==> src/rtl/cs_result_fifo.sv <==
// cs_result_fifo: output stage of the CS block.
// It captures Y one cycle after each x_load and drops the warm-up results.
// The remaining results go into a first-word-fall-through FIFO that the consumer
// drains over valid/ready. Results lost because the FIFO was full are recorded
// in a sticky overflow flag and a saturating drop counter.
module cs_result_fifo #(
  parameter int unsigned DATA_W = 10,
  parameter int unsigned DEPTH  = 16,
  parameter int unsigned WARMUP = 8,
  parameter int unsigned DROP_W = 8
) (
  input  logic                     clk,
  input  logic                     reset,
  input  logic                     x_load,
  input  logic [DATA_W-1:0]        y_in,
  output logic [DATA_W-1:0]        out_data,
  output logic                     out_valid,
  input  logic                     out_ready,
  output logic [$clog2(DEPTH):0]   level,
  output logic                     warm,
  output logic                     overflow,
  output logic [DROP_W-1:0]        drop_cnt,
  input  logic                     ovf_clr
);

  localparam int unsigned PtrW  = $clog2(DEPTH);
  localparam int unsigned LvlW  = PtrW + 1;
  localparam int unsigned WcntW = (WARMUP > 1) ? $clog2(WARMUP) : 1;

  localparam logic [WcntW-1:0] WcntLast = WcntW'((WARMUP > 0) ? (WARMUP - 1) : 0);
  localparam logic [LvlW-1:0]  LvlFull  = LvlW'(DEPTH);
  localparam logic [PtrW-1:0]  PtrLast  = PtrW'(DEPTH - 1);

  typedef enum logic [0:0] {StDiscard, StStream} state_e;

  // With no warm-up there is nothing to discard, so reset straight into streaming.
  localparam state_e StReset = (WARMUP == 0) ? StStream : StDiscard;

  state_e              state_q, state_d;
  logic [WcntW-1:0]    wcnt_q, wcnt_d;
  logic                y_stb_q;
  logic [DATA_W-1:0]   mem [DEPTH];
  logic [PtrW-1:0]     wr_ptr_q, wr_ptr_d;
  logic [PtrW-1:0]     rd_ptr_q, rd_ptr_d;
  logic [LvlW-1:0]     level_q, level_d;
  logic                overflow_q, overflow_d;
  logic [DROP_W-1:0]   drop_cnt_q, drop_cnt_d;

  logic stream;
  logic full;
  logic pop;
  logic push_req;
  logic push;
  logic drop;

  // Handshake and push/drop decode.
  always_comb begin
    stream   = (state_q == StStream);
    full     = (level_q == LvlFull);
    pop      = out_valid & out_ready;
    push_req = stream & y_stb_q;
    // A full FIFO still accepts a result when a word leaves in the same cycle.
    push     = push_req & (~full | pop);
    drop     = push_req & full & ~pop;
  end

  // Warm-up sequencing: count discarded results, then stream until reset.
  always_comb begin
    state_d = state_q;
    wcnt_d  = wcnt_q;
    unique case (state_q)
      StDiscard: begin
        if (y_stb_q) begin
          wcnt_d = wcnt_q + 1'b1;
          if (wcnt_q == WcntLast) begin
            state_d = StStream;
          end
        end
      end
      StStream: begin
        state_d = StStream;
      end
      default: begin
        state_d = StReset;
      end
    endcase
  end

  // Pointer and occupancy next-state.
  always_comb begin
    wr_ptr_d = wr_ptr_q;
    rd_ptr_d = rd_ptr_q;
    level_d  = level_q;
    if (push) begin
      wr_ptr_d = (wr_ptr_q == PtrLast) ? '0 : wr_ptr_q + 1'b1;
    end
    if (pop) begin
      rd_ptr_d = (rd_ptr_q == PtrLast) ? '0 : rd_ptr_q + 1'b1;
    end
    unique case ({push, pop})
      2'b10:   level_d = level_q + 1'b1;
      2'b01:   level_d = level_q - 1'b1;
      default: level_d = level_q;
    endcase
  end

  // Overflow bookkeeping: a drop in the same cycle as a clear wins.
  always_comb begin
    overflow_d = overflow_q;
    drop_cnt_d = drop_cnt_q;
    if (drop) begin
      overflow_d = 1'b1;
      if (ovf_clr) begin
        drop_cnt_d = DROP_W'(1);
      end else if (~&drop_cnt_q) begin
        drop_cnt_d = drop_cnt_q + 1'b1;
      end
    end else if (ovf_clr) begin
      overflow_d = 1'b0;
      drop_cnt_d = '0;
    end
  end

  // Control state registers.
  always_ff @(posedge clk) begin
    if (reset) begin
      state_q    <= StReset;
      wcnt_q     <= '0;
      y_stb_q    <= 1'b0;
      wr_ptr_q   <= '0;
      rd_ptr_q   <= '0;
      level_q    <= '0;
      overflow_q <= 1'b0;
      drop_cnt_q <= '0;
    end else begin
      state_q    <= state_d;
      wcnt_q     <= wcnt_d;
      y_stb_q    <= x_load;
      wr_ptr_q   <= wr_ptr_d;
      rd_ptr_q   <= rd_ptr_d;
      level_q    <= level_d;
      overflow_q <= overflow_d;
      drop_cnt_q <= drop_cnt_d;
    end
  end

  // Storage array; contents are meaningless while level is zero, so no reset.
  always_ff @(posedge clk) begin
    if (push) begin
      mem[wr_ptr_q] <= y_in;
    end
  end

  // Output drive: the head word falls through, and reads as zero when empty.
  always_comb begin
    out_valid = (level_q != '0);
    out_data  = out_valid ? mem[rd_ptr_q] : '0;
    level     = level_q;
    warm      = stream;
    overflow  = overflow_q;
    drop_cnt  = drop_cnt_q;
  end

endmodule

==> config.mk <==
export PLATFORM = sky130hd
export DESIGN_NAME = cs_result_fifo
export DESIGN_NICKNAME = d
export VERILOG_FILES = /design/src/rtl/cs_result_fifo.sv
export SDC_FILE = /design/constraint.sdc
export NUM_CORES = 1
export LEC_CHECK = 0
export BUFFER_PORTS_ARGS = -buffer_cell sky130_fd_sc_hd__buf_4
export CAP_MARGIN = 25
export CELL_PAD_IN_SITES_DETAIL_PLACEMENT = 1
export CELL_PAD_IN_SITES_GLOBAL_PLACEMENT = 1
export CORE_ASPECT_RATIO = 0.8
export CORE_MARGIN = 3
export CORE_UTILIZATION = 35
export DETAILED_ROUTE_END_ITERATION = 10
export GPL_ROUTABILITY_DRIVEN = 0
export PLACE_DENSITY = 0.55
export SETUP_SLACK_MARGIN = 0.2
export SYNTH_ARGS = -nofsm -noshare
export SYNTH_HDL_FRONTEND = slang
export SYNTH_SLANG_ARGS = --single-unit
==> constraint.sdc <==
create_clock -name clk -period 2.7 [get_ports clk]
set_clock_uncertainty 0.05 [all_clocks]
set_input_delay 0.54 -clock clk [delete_from_list [all_inputs] [get_ports clk]]
set_output_delay 0.54 -clock clk [all_outputs]
set_load 0.03 [all_outputs]
==> results.md, run 1 <==
- Die area: 23740 um^2
- H-tree depth: 4
- Max Clk Rate: approximately 0.37 GHz
- Port Buf Inserts: 40
- Post-DP HPWL: 11490 um
- Mean routed wirelength per cell: 22.22 um
- CP Data Arrival Time: 2.12 ns
- Final setup fails: 1
- # IOs: between 40 and 50
- Global-route wire length before repair: between 20000 and 30000 um
- Worst r2r dst: level[4]
- Synth Instances: ~440
- Mapped Nets: between 400 and 500
- CP max FO: 7
- Min-delay worst type: primary input to register
- DRT Wirelength: 17690 um
- Average size of a mapped cell: 17.59 um^2
- Pwr per Cell Area: 915.2 nW/um^2
- Lkg Pwr: roughly 0.0031 uW
- Core Footprint: 21110 um^2
- Vias in the first global route: 4386
- Crit path kind: register to output pin
- Reg2reg path depth: 8
- 1st-iter DRT viols: 295
- FFs w/ async S/R, synth: 0
- CP Capture Type: output pin
- Fraction of layout cells with a size suffix above 1: 0.3454
- Max-cap violations: 0
- CTS tree: built
- Hold depth: 2
- CTS Sinks: 191
- Clk pin slew, worst setup/hold paths: 0.07 ns
- Required time of the critical path: approximately 2.1 ns
- FF-to-FF Start: level[0]
- Final nets: ~540
- Outcome: finished with violations
- Antenna-violating nets left: 0
- Final Power: 8609 uW
- Area of the mapped netlist: 7671 um^2
- Failing checks: setup timing
- Main synth FF type: edfxtp_1
- Number of flops mapped to enable cells by yosys: 160
- Hold-critical path endpoint: y_stb_q
- Register-to-register path setup slack: 0.34 ns
- Hold_buf cts: 0
- Antenna diodes: 0
- Dpl ws: 0.1309 ns
- Vias per cell: 5.340
- Peak VDD IR: about 0.5 mV
- Slew HR: 0.6045
- Worst Max-Slew Pin Slew: between 0.5 and 0.6 ns
- Yosys cell types: 51
- WHS: 0.2788 ns
- Worst hold path startpoint: x_load
- Initial Util: 0.3634
- Synthesis-stage register bit count: between 150 and 200
- Die height: 138.4 um
- Root buffer cell: clkbuf_16
- Number of CTS-inserted buffers: 17
- Max Slew Vio Count: 0
- Synth Warn #: 0
- Largest net degree at the start of global routing: 25
- Period utilization: 1.004
- Final min period: 2.710 ns
- Initial antenna violation count: 0
- Worst skew pair latency: 0.43 ns
- Clock Path Buffers: 2
- Die Wd: 171.5 um
- Drc violations: 0
- 1st-pass router iterations: 6
- Final setup TNS: -0.009903 ns
- Layout area overhead: 22.62%
- Overall routing resource usage: 0.1542
- CP Launch Type: register
- # rows: 47
- Min setup slack post-route: -0.009903 ns
- Via count: 4251
- RSZ-0062 raised after global routing: true
- GR Overflow Total: 0
- Post-synthesis sequential area ratio: 0.7072
- Final hold violation count: 0
power breakdown:
part	leakage, uW	switching [uW]	internal, uW
registers	0.00169	85.3	3250
logic	0.00109	1430	1380
clock network	0.000277	1170	1300
total	0.00306	2680	5930
worst max path at each step:
stage                       end  slack (ns)  depth (start not counted)
floorplan           out_data[0]        0.15                          6
global placement      mem[3][7]        0.20                          4
detailed placement    mem[5][1]        0.13                          5
CTS                 out_data[7]       -0.04                          6
global route        out_data[5]        -0.1                          6
finish              out_data[9]       -0.01                          6
state kept, by name, summed over array words and instances, names as in the netlist, named ones only:
signal	cells
mem	160
drop_cnt	8
level	5
rd_ptr_q	4
wr_ptr_q	4
wcnt_q	3
overflow	1
warm	1
y_stb_q	1
through the flow:
step,instances,util,instance area (um^2)
2_1_floorplan,436,-,7707
3_3_place_gp,742,0.3989,8421
3_5_place_dp,747,0.4015,8477
4_1_cts,786,0.4401,9290
5_1_grt,796,0.4456,9407
6_report,796,0.4456,9407
layout make-up:
type / instances / area (um^2)
Multi-Input combinational cell: 219 / 2260
Clock buffer: 17 / 425.4
Fill cell: 1995 / 11710
Inverter: 5 / 18.77
Clock inverter: 15 / 153.9
Sequential cell: 191 / 5433
Timing Repair Buffer: 80 / 779.5
Tap cell: 269 / 336.6
layer usage:
metal / GRT usage / vias up / share of wire
met5: 0 / - / 0
met4: 0.04403 / 0 / 0.014
met3: 0.03824 / 14 / 0.035
met2: 0.2329 / 74 / 0.47
met1: 0.2228 / 2244 / 0.48
li1: - / 1919 / -
cells in the final DEF (no fill, tap or decap), drive strengths merged, types with 2 or more instances in the layout:
master / count
o211ai: 2
buf: 80
edfxtp: 160
inv: 10
mux4: 40
nand2: 12
dfxtp: 31
o41ai: 2
clkinvlp: 3
or4: 6
or2: 2
clkbuf: 17
xnor2: 3
clkinv: 6
mux2i: 25
nor2b: 3
a31oi: 3
a21oi: 14
nor2: 27
nand2b: 5
and3b: 2
mux2: 3
o22ai: 10
a211oi: 2
nor4: 2
o21ai: 4
nor3: 8
nand3: 8
xor2: 2
ha: 10
o31ai: 4
synth_stat cells, types with 4 or more instances:
library cell	count	area share
edfxtp_1	160	0.63
mux4_2	40	0.12
dfxtp_1	31	0.081
nor2_1	27	0.013
mux2i_1	25	0.033
a21oi_1	14	0.0091
clkbuf_1	13	0.0064
nand2_1	12	0.0059
ha_1	10	0.016
o22ai_1	10	0.0082
nand3_1	8	0.0052
nor3_1	8	0.0052
or4_1	6	0.0059
inv_1	5	0.0024
nand2b_1	5	0.0041
buf_2	4	0.0026
o21ai_0	4	0.0026
o31ai_1	4	0.0039
critical path, cell delays in order (launching register included):
cell     delay, ns
dfxtp_4       0.42
buf_12        0.13
buf_16        0.13
mux4_2        0.51
mux2i_1       0.22
o22ai_2       0.13
buf_6         0.16
logic make-up after synthesis:
group | synth area share
AO/OA/AOI/OAI | 0.04469
XOR/XNOR | 0.005710
adder cells (fa/ha/maj) | 0.01631
buffers and inverters | 0.01435
flip-flops | 0.7072
multiplexers | 0.1545
AND/OR/NAND/NOR | 0.05725
timing repair:
item	4_1_cts	5_1_grt
buffers inserted	3	1
pin swaps	3	2
setup endpoints to repair	10	11
resized for setup	25	6
cloned	4	0
Note: power is estimated with default switching activity, not from simulation.
==> run 2, diff against run 1 <==
--- a/config.mk
+++ b/config.mk
@@ -16,6 +16,8 @@
 export GPL_ROUTABILITY_DRIVEN = 0
 export PLACE_DENSITY = 0.55
 export SETUP_SLACK_MARGIN = 0.2
+export SKIP_LAST_GASP = 1
 export SYNTH_ARGS = -nofsm -noshare
 export SYNTH_HDL_FRONTEND = slang
 export SYNTH_SLANG_ARGS = --single-unit
+export TNS_END_PERCENT = 100
==> run 2 against run 1 <==
Effect of this change: the run still ends with setup timing left; first-iteration DRC count up 1.4%; fmax grew 0.17%; sequential cell count unchanged; design area is the same; global-route usage about the same; critical path depth unchanged; combinational power barely moved; hold slack improved by 0.0075 ns; core utilization unchanged; count of clock-buffer cells in the layout stayed put; power down 0.13%; sequential power about the same; critical path type unchanged; highest routed layer unchanged.
==> results.md, run 2 (synthesis gave the netlist of run 1 again) <==
- Number of CTS-inserted buffers: 17
- CTS Sinks: about 190
- Sequential share of power: 0.388
- Global-route wire length before repair: 27000 um
- CP max FO: 7
- Net Switching: 2667 uW
- Slew HR: 0.6097
- Register bank with the most flops: mem
- Initial antenna violation count: 0
- Max-cap violations: 0
- Worst skew pair latency: 0.42 ns
- WHS: 0.2863 ns
- Core Footprint: 21110 um^2
- Most frequent cells in the layout: edfxtp_1, buf_4, mux4_2
- Overall routing resource usage: 0.1543
- Post-DP Area: 8477 um^2
- Port Buf Inserts: 40
- Final setup fails: 1
- Largest register FFs: 160
- CP Launch Type: register
- Register-to-register path setup slack: 0.34 ns
- Most common cell after layout, fill and taps aside: edfxtp_1
- Mean routed wirelength per cell: 22.14 um
- Final min period: 2.705 ns
- Initial Util: 0.3634
- Vias in the first global route: 4385
- Drc violations: 0
- Die Wd: 171.5 um
- Post-DP HPWL: 11490 um
- Sw frac: 0.3102
- Antenna diodes: 0
- Clock Path Buffers: 2
- Layout area overhead: 22.62%
- Final hold violation count: 0
- FF-to-FF Start: level[0]
- Worst r2r dst: level[4]
- Lkg Pwr: 0.003056 uW
- Required time of the critical path: 2.11 ns
- Final nets: 539
- Cell area after layout: 9407 um^2
- H-tree depth: 4
- CP Capture Type: output pin
- Clock Power Share: 0.286
- Antenna-violating nets left: 0
- # IOs: 41
- Crit path kind: register to output pin
- DRT Wirelength: approximately 18000 um
- CTS tree: built
- Final Power: 8598 uW
- 1st-pass router iterations: 5
- Clk pin slew, worst setup/hold paths: 0.07 ns
- # rows: 47
- Vias per cell: 5.275
- Max Slew Vio Count: 0
- 1st-iter DRT viols: 299
- Via count: about 4200
- Peak VDD IR: roughly 0.48 mV
- Outcome: finished with violations
- Min setup slack post-route: -0.005317 ns
- Min-delay worst type: primary input to register
- Root buffer cell: clkbuf_16
- Largest net degree at the start of global routing: 25
- CP Data Arrival Time: 2.12 ns
- Hold_buf cts: 0
- Internal Pwr Total: a little under 6000 uW
- Finished Core Util: 0.4456
- Fraction of layout cells with a size suffix above 1: 0.3454
- Max Clk Rate: 0.3696 GHz
- Pwr per Cell Area: 914.0 nW/um^2
- Failing checks: setup timing
- RSZ-0062 raised after global routing: true
- Combinational power share: 0.326
- GR Overflow Total: 0
- Die area: 23740 um^2
- Die height: ~140 um
- Critical path endpoint: out_data[9]
- Reg2reg path depth: 8
- Worst Max-Slew Pin Slew: 0.5822 ns
- Period utilization: 1.002
-- run 2: how the worst min path moves through the flow --
stage                     cells after the start         from  slack [ns]  endpoint
final                                         2       x_load        0.29   y_stb_q
after global routing                          2       x_load        0.28   y_stb_q
after global placement                        2     overflow        0.41  overflow
after detailed placement                      2     overflow        0.43  overflow
after floorplan                               2  rd_ptr_q[1]        0.41  register
after CTS                                     2       x_load        0.26   y_stb_q
-- run 2: power groups by stage --
| stage | Combinational [uW] | Clock, uW | Sequential (uW) |
|---|---|---|---|
| global route | 3000 | 2670 | 3350 |
| finish | 2800 | 2460 | 3340 |
| detailed placement | 2330 | 0 | 3380 |
| CTS | 2780 | 2540 | 3340 |
| floorplan | 1490 | 0 | 3430 |
| global placement | 2280 | 0 | 3380 |
-- run 2: critical path, cell delays in order, from the launching register on --
cell and delay (ns):
dfxtp_4 0.42, buf_12 0.13, buf_16 0.13, mux4_2 0.51, mux2i_1 0.22, o22ai_2 0.13
buf_6 0.16
-- run 2: layer usage --
layer,share of wire,GRT usage,vias up
met5,0,0,-
met4,0.0088,0.04403,0
met3,0.044,0.03824,6
met2,0.48,0.2329,75
met1,0.47,0.2230,2199
li1,-,-,1919
-- run 2: what timing repair did --
item | in CTS | in global routing
setup buffers | 3 | 1
pin swaps | 3 | 1
resized for setup | 24 | 7
setup endpoints to repair | 10 | 11
cloned | 4 | 0
-- run 2: layout make-up --
cell class	instances	area [um^2]
Sequential cell	191	5433
Clock buffer	17	425.4
Tap cell	269	336.6
Clock inverter	15	153.9
Inverter	5	18.77
Multi-Input combinational cell	219	2260
Fill cell	1995	11710
Timing Repair Buffer	80	779.5
-- run 2: through the flow --
| step | setup WS (ns) | instances | TNS [ns] |
|---|---|---|---|
| 2_1_floorplan | 0.1480 | 436 | 0 |
| 4_1_cts | -0.04169 | 786 | -0.3276 |
| 3_3_place_gp | 0.1972 | 742 | 0 |
| 3_5_place_dp | 0.1309 | 747 | 0 |
| 6_report | -0.005317 | 796 | -0.005317 |
| 5_1_grt | -0.09933 | 796 | -0.8663 |
==> run 3, diff against run 2 <==
--- a/config.mk
+++ b/config.mk
@@ -12,6 +12,7 @@
 export CORE_ASPECT_RATIO = 0.8
 export CORE_MARGIN = 3
 export CORE_UTILIZATION = 35
+export CTS_BUF_LIST = sky130_fd_sc_hd__clkbuf_4
 export DETAILED_ROUTE_END_ITERATION = 10
 export GPL_ROUTABILITY_DRIVEN = 0
 export PLACE_DENSITY = 0.55
==> run 3 against run 2 <==
Effect of this change: the run still ends with setup timing left; non-clock buffer count rose by 3; first-iteration DRC count rose by 3.7%; sequential power barely moved; combinational power rose by 4%; count of clock-buffer cells in the layout did not move; register-to-register slack got worse by 0.10 ns; final cell count rose by 0.50%; wire length fell by 0.70%; hold slack got worse by 0.16 ns; sequential cell count did not move; die area did not move; highest routed layer unchanged.
==> results.md, run 3 (synthesis gave the netlist of run 1 again) <==
- 1st-iter DRT viols: 310
- Max Slew Vio Count: 0
- Number of CTS-inserted buffers: 17
- Final min period: 2.854 ns
- Core Footprint: approximately 21000 um^2
- Initial Util: 0.3634
- FF-to-FF Start: level[0]
- Register bank with the most flops: mem
- # rows: 47
- Required time of the critical path: 2.11 ns
- Placed instance count: approximately 750
- Final hold violation count: 0
- Post-DP HPWL: 11490 um
- Cell area after layout: about 9200 um^2
- Crit path kind: register to output pin
- Worst skew pair latency: ~0.57 ns
- Mean routed wirelength per cell: approximately 22 um
- Reg2reg path depth: 5
- Die height: 138.4 um
- Final setup fails: 10
- Largest register FFs: 160
- Port Buf Inserts: 40
- Period utilization: 1.057
- Most common cell after layout, fill and taps aside: edfxtp_1
- Hold depth: 2
- Pwr per Cell Area: about 850 nW/um^2
- Die Wd: ~170 um
- CP Data Arrival Time: 2.26 ns
- Initial antenna violation count: 1
- Fin cells: 800
- Layout area overhead: 19.33%
- Post-DP Area: 8477 um^2
- Clk pin slew, worst setup/hold paths: 0.17 ns
- Worst Max-Slew Pin Slew: 0.5571 ns
- Failing checks: setup timing
- Hold_buf cts: 0
- CP Capture Type: output pin
- Root buffer cell: clkbuf_4
- Fraction of layout cells with a size suffix above 1: 0.3547
- Min-delay worst type: primary input to register
- # IOs: 41
- H-tree depth: 4
- Min setup slack post-route: -0.1537 ns
- Via count: 4250
- Vias in the first global route: 4363
- 1st-pass router iterations: 4
- Overall routing resource usage: 0.1512
- WHS: about 0.13 ns
- Most frequent cells in the layout: edfxtp_1, buf_4, mux4_2
- Max-cap violations: 0
- Global-route wire length before repair: 26790 um
- Drc violations: 0
- Clock Path Buffers: 2
- Final setup TNS: -1.351 ns
- RSZ-0062 raised after global routing: true
- Largest net degree at the start of global routing: 25
- Lkg Pwr: around 0.0029 uW
- Die area: 23740 um^2
- DRT Wirelength: 17500 um
- Antenna-violating nets left: 0
- CTS tree: built
- GR Overflow Total: 0
- CTS Sinks: 191
- Worst hold path startpoint: ovf_clr
- Max Clk Rate: 0.3504 GHz
- CP max FO: 7
- Outcome: finished with violations
- CP Launch Type: register
- Slew HR: 0.6273
- Peak VDD IR: 0.3070 mV
- Final nets: 542
- Vias per cell: 5.313
[run 3: cell types whose count changed in the layout (fill, tap and decap cells not counted), sizes merged]
cell / delta
diode: +1
buf: +3
[run 3: path summary, 6_finish.rpt]
path                      end  slack [ns]
setup / recovery  out_data[9]       -0.15
hold / removal    drop_cnt[0]        0.13
setup reg to reg  drop_cnt[5]        0.24
hold reg to reg      overflow        0.44
[run 3: critical path, cell delays in order (launching register included)]
cell and delay [ns]:
dfxtp_4 0.44, buf_12 0.13, buf_16 0.13, mux4_2 0.51, mux2i_1 0.20, o22ai_2 0.11, buf_4 0.18
[run 3: layout make-up]
cell class / instances / area (um^2)
Sequential cell: 191 / 5435
Clock buffer: 17 / 127.6
Fill cell: 2024 / 11960
Antenna cell: 1 / 2.502
Tap cell: 269 / 336.6
Inverter: 5 / 18.77
Clock inverter: 15 / 153.9
Multi-Input combinational cell: 219 / 2281
Timing Repair Buffer: 83 / 798.3
[run 3: report_power, final]
group / internal, uW / leakage, uW / switching (uW)
logic: 1430 / 0.00111 / 1470
registers: 3250 / 0.00169 / 83.2
clock network: 486 / 0.000146 / 1040
total: 5170 / 0.00294 / 2590
[run 3: what timing repair did]
| item | CTS | global route |
|---|---|---|
| buffers inserted | 3 | 4 |
| pin swaps | 3 | 2 |
| gates cloned | 4 | 0 |
| gates resized for setup | 27 | 8 |
| endpoints found under the setup margin | 11 | 12 |
| hold endpoints to repair | 0 | 0 |
[run 3: routing by layer]
metal / part of all wire / global-route usage / up-vias
met1: 0.49 / 0.2193 / 2249
met5: 0 / 0 / -
met4: 0.0094 / 0.03514 / 0
li1: - / - / 1927
met3: 0.033 / 0.03539 / 16
met2: 0.47 / 0.2329 / 58
[run 3: stage by stage]
step	total power, uW	utilization	worst slack (ns)
after floorplan	4923	-	0.1480
after global placement	5661	0.3989	0.1972
after detailed placement	5711	0.4015	0.1309
after CTS	7734	0.4262	-0.2324
after global routing	8158	0.4336	-0.3218
final	7758	0.4336	-0.1537
